===== src/rtl/mem_port_arbiter.sv =====
// Two-requester arbiter for the shared memory port: instruction fetch (0) and load/store (1).
// One transaction in flight; write requests complete at grant, read requests wait for the response.
module mem_port_arbiter #(
    parameter int ADDR_WIDTH = 64,
    parameter int DATA_WIDTH = 64,
    parameter int PRIO_MODE  = 0
) (
    input  logic                  clk_i,
    input  logic                  rst_ni,
    input  logic                  req0_i,
    input  logic                  req1_i,
    input  logic [ADDR_WIDTH-1:0] addr0_i,
    input  logic [ADDR_WIDTH-1:0] addr1_i,
    input  logic [DATA_WIDTH-1:0] wdata0_i,
    input  logic [DATA_WIDTH-1:0] wdata1_i,
    input  logic                  we0_i,
    input  logic                  we1_i,
    output logic                  gnt0_o,
    output logic                  gnt1_o,
    output logic                  rvalid0_o,
    output logic                  rvalid1_o,
    output logic [DATA_WIDTH-1:0] rdata_o,
    output logic                  sel_o,
    output logic                  mem_valid_o,
    output logic [ADDR_WIDTH-1:0] mem_addr_o,
    output logic [DATA_WIDTH-1:0] mem_wdata_o,
    output logic                  mem_we_o,
    input  logic                  mem_ready_i,
    input  logic                  mem_rvalid_i,
    input  logic [DATA_WIDTH-1:0] mem_rdata_i
);

    typedef enum logic [1:0] {
        IDLE,
        REQ,
        WAIT_RESP
    } state_e;

    state_e state_q, state_d;
    logic   sel_q, sel_d;
    logic   lastGrant_q, lastGrant_d;
    logic   winner;

    // lastGrant resets to 1 so the very first tie goes to requester 0.
    always_ff @(posedge clk_i or negedge rst_ni) begin
        if (!rst_ni) begin
            state_q     <= IDLE;
            sel_q       <= 1'b0;
            lastGrant_q <= 1'b1;
        end else begin
            state_q     <= state_d;
            sel_q       <= sel_d;
            lastGrant_q <= lastGrant_d;
        end
    end

    always_comb begin
        winner = 1'b0;
        if (req0_i && req1_i) begin
            winner = (PRIO_MODE == 1) ? 1'b1 : ~lastGrant_q;
        end else if (req1_i) begin
            winner = 1'b1;
        end
    end

    // The mux select only moves on arbitration, so the shared port is quiet while idle or busy.
    assign mem_addr_o  = sel_q ? addr1_i  : addr0_i;
    assign mem_wdata_o = sel_q ? wdata1_i : wdata0_i;
    assign mem_we_o    = sel_q ? we1_i    : we0_i;
    assign sel_o       = sel_q;
    assign rdata_o     = mem_rdata_i;

    always_comb begin
        state_d     = state_q;
        sel_d       = sel_q;
        lastGrant_d = lastGrant_q;
        gnt0_o      = 1'b0;
        gnt1_o      = 1'b0;
        rvalid0_o   = 1'b0;
        rvalid1_o   = 1'b0;
        mem_valid_o = 1'b0;

        unique case (state_q)
            IDLE: begin
                if (req0_i || req1_i) begin
                    sel_d   = winner;
                    state_d = REQ;
                end
            end
            REQ: begin
                mem_valid_o = 1'b1;
                if (mem_ready_i) begin
                    gnt0_o      = ~sel_q;
                    gnt1_o      = sel_q;
                    lastGrant_d = sel_q;
                    state_d     = mem_we_o ? IDLE : WAIT_RESP;
                end
            end
            WAIT_RESP: begin
                if (mem_rvalid_i) begin
                    rvalid0_o = ~sel_q;
                    rvalid1_o = sel_q;
                    state_d   = IDLE;
                end
            end
            default: begin
                state_d = IDLE;
            end
        endcase
    end

endmodule


===== config.mk =====
export PLATFORM = sky130hd
export DESIGN_NAME = mem_port_arbiter
export DESIGN_NICKNAME = d
export VERILOG_FILES = /design/src/rtl/mem_port_arbiter.sv
export SDC_FILE = /design/constraint.sdc
export NUM_CORES = 1
export LEC_CHECK = 0
export CORE_AREA = 4 4 201 203
export DETAILED_ROUTE_END_ITERATION = 8
export DIE_AREA = 0 0 205 207
export HOLD_SLACK_MARGIN = 0.06
export PLACE_DENSITY = 0.38
export SETUP_SLACK_MARGIN = 0.5
export SYNTH_ARGS = -nofsm -noshare
export SYNTH_HDL_FRONTEND = slang
export SYNTH_SLANG_ARGS = --single-unit

===== constraint.sdc =====
create_clock -name clk_i -period 1.3 [get_ports clk_i]
set_input_delay 0.325 -clock clk_i [delete_from_list [all_inputs] [get_ports clk_i]]
set_output_delay 0.325 -clock clk_i [all_outputs]
set_load 0.02 [all_outputs]

==> metrics.txt <==
Worst Setup SP=sel_o; Core Footprint=0.0385 mm2; CTS tree=built; FF/Latch Area=106 um2; clk buf depth=2; Worst VDD drop=541 uV; Crit path arrival time=1.64 ns; crit path time final=1.96 ns; via count=3222; antenna fix cells=0; maxcap violations=0; worst reg2reg path depth=7; WP data required=0.98 ns; Post-synth ARST share=1.00; DP HPWL=14200 um; Critical Path Start Type=flip-flop; status=finished, violations left; growth of design area from synthesis to finish=203%; Seq/Total Area, Yosys=0.0401; crit path max fanout=7; Initial Util=0.0657; Antenna Nets Post-Route=0; nets=942; Post-CTS Hold Fix Bufs=0; Slew Limit Fails=0; routability cong.=0.708; first-pass GRT wire length=22200 um; total CTS buffers=3; pwr dens=1690 mW/mm2; fill count=4229; max_slew headroom=0.835; total congestion overflow=0; mapped cell area=0.00253 mm2; residual DRC count=0; Leak=0.00323 uW; yosys warns=0; WL per Instance=14.8 um; EDFF count, synth=0; row count=72; #FFs+latches synth=4; htree depth=1; vias per std cell=2.85; Worst Slack Setup Final=-0.662 ns; syn nets=557; Reg clk slew, reported paths=0.03 ns; first-pass iteration count of the detailed router=4; Setup CP Type=flip-flop to primary output; initial antenna violation count=0; Root Buffer=clkbuf_16; I/O pin cnt=527; input/output buffers=398; First DRT Iteration DRCs=56; largest net degree at the start of global routing=14; R2R Path End=state_q[1]; Final period util=1.51; Pwr Total=12900 uW; CTS sink count=4; layout cells sized above 1=0.560; vias in the first global route=3380; R2R setup slack=-0.34 ns; Setup WS pre-CTS=-0.810 ns; Final Hold Vio Count=0; post-layout util=0.199; area of the multi-input gates=0.00192 mm2; crit path capture=mem_wdata_o[18]; final setup fails=136; DIE WIDTH=205 um; final wirelength=16700 um; RR Startpoint=sel_o; Cells after Synth=229; Worst Tran Pin Value=0.246 ns; synth unique cells=18; mean post-synth cell area=11.0 um2; die footprint=0.0424 mm2; clk_lat worst skew=0.23 ns; Final Skew=0.000902 ns; chip height=207 um; GRT Resource Usage Total=0.0685; unrepaired setup endpoints after global routing=yes; Top FF cell, synth=dfrtp_1; failing checks=setup timing; Min-Delay Path Class=input pin to async pin; setup TNS=-77.29 ns; Critical Path End Type=primary output; fmax=510 MHz
[worst max-delay path: stages (launching register included)]
cell,delay (ns)
dfrtp_4,0.52
buf_6,0.15
buf_16,0.15
buf_8,0.14
mux2_4,0.31
buf_6,0.13
[through the flow]
stage / cells / hold slack (ns) / cell area, um2
2_1_floorplan: 229 / 0.0294 / 2580
3_3_place_gp: 1099 / 0.537 / 6910
3_5_place_dp: 1099 / 0.528 / 6910
4_1_cts: 1116 / 0.333 / 7020
5_1_grt: 1131 / 0.340 / 7660
6_report: 1131 / 0.324 / 7660
[logic make-up after synthesis]
kind of cell | after synthesis | share of synthesized area
multiplexers | 130 | 0.678
AND/OR/NAND/NOR | 9 | 0.0188
AO/OA/AOI/OAI | 4 | 0.0158
buffers and inverters | 82 | 0.247
flip-flops | 4 | 0.0401
[cells in the mapped netlist, types with 2 or more instances]
library cell  instances  area share
a211oi_1              2      0.0059
buf_2                 7       0.014
buf_4                64        0.19
buf_6                 9       0.040
dfrtp_1               3       0.030
mux2_2               63        0.28
mux2_4               67        0.40
nor2_1                2      0.0030
nor3_1                3      0.0059
[layout make-up]
| cell class | count | area share |
|---|---|---|
| repair buffers | 460 | 0.639 |
| multi-input cells | 143 | 0.251 |
| well taps | 518 | 0.0846 |
| flip-flops and latches | 4 | 0.0139 |
| clock buffers | 4 | 0.0103 |
| inverters | 2 | 0.00196 |
[routing by layer]
metal / GRT usage / vias up / part of all wire
met5: 0 / - / 0
met4: 0.0224 / 0 / 0.024
met3: 0.0288 / 24 / 0.13
met2: 0.122 / 233 / 0.49
met1: 0.0729 / 1445 / 0.35
li1: - / 1520 / -
[report_power, final]
part	leakage [uW]	internal, uW	total (uW)	switching, uW
Combinational	0.00315	7220	12100	4890
Clock	0.0000382	406	500	94.2
Sequential	0.0000446	209	303	93.6
[state kept, by name (all words and copies together) (netlist names)]
signal and cells:
state_q 2, lastGrant_q 1, sel_o 1
[worst min-delay path by stage]
| stage | end | slack [ns] | cells after the start | from |
|---|---|---|---|---|
| CTS | sel_o | 0.33 | 1 | rst_ni |
| finish | state_q[0] | 0.32 | 1 | rst_ni |
| floorplan | sel_o | 0.03 | 0 | rst_ni |
| detailed placement | state_q[0] | 0.53 | 1 | state_q[0] |
| global route | sel_o | 0.34 | 1 | rst_ni |
| global placement | state_q[0] | 0.54 | 1 | state_q[0] |
[layout by cell type, fill, tap and decap left out, types with 2 or more instances in the layout]
master           count
mux2_4              80
clkbuf_16            5
buf_4               10
buf_6              147
dlygate4sd2_1        3
mux2_2              50
buf_12               8
buf_2               11
nor2_4               2
nor3_4               3
clkdlybuf4s50_1    260
clkbuf_2             3
buf_8               15
[repair_timing]
action | in CTS | in global routing
endpoints found under the setup margin | 139 | 139
endpoints found under the hold margin | 0 | 0
setup buffers | 12 | 13
cloned | 1 | 2
pin swaps | 1 | 2
gates resized for setup | 619 | 254
No activity file was read; power rests on OpenSTA's default activity.
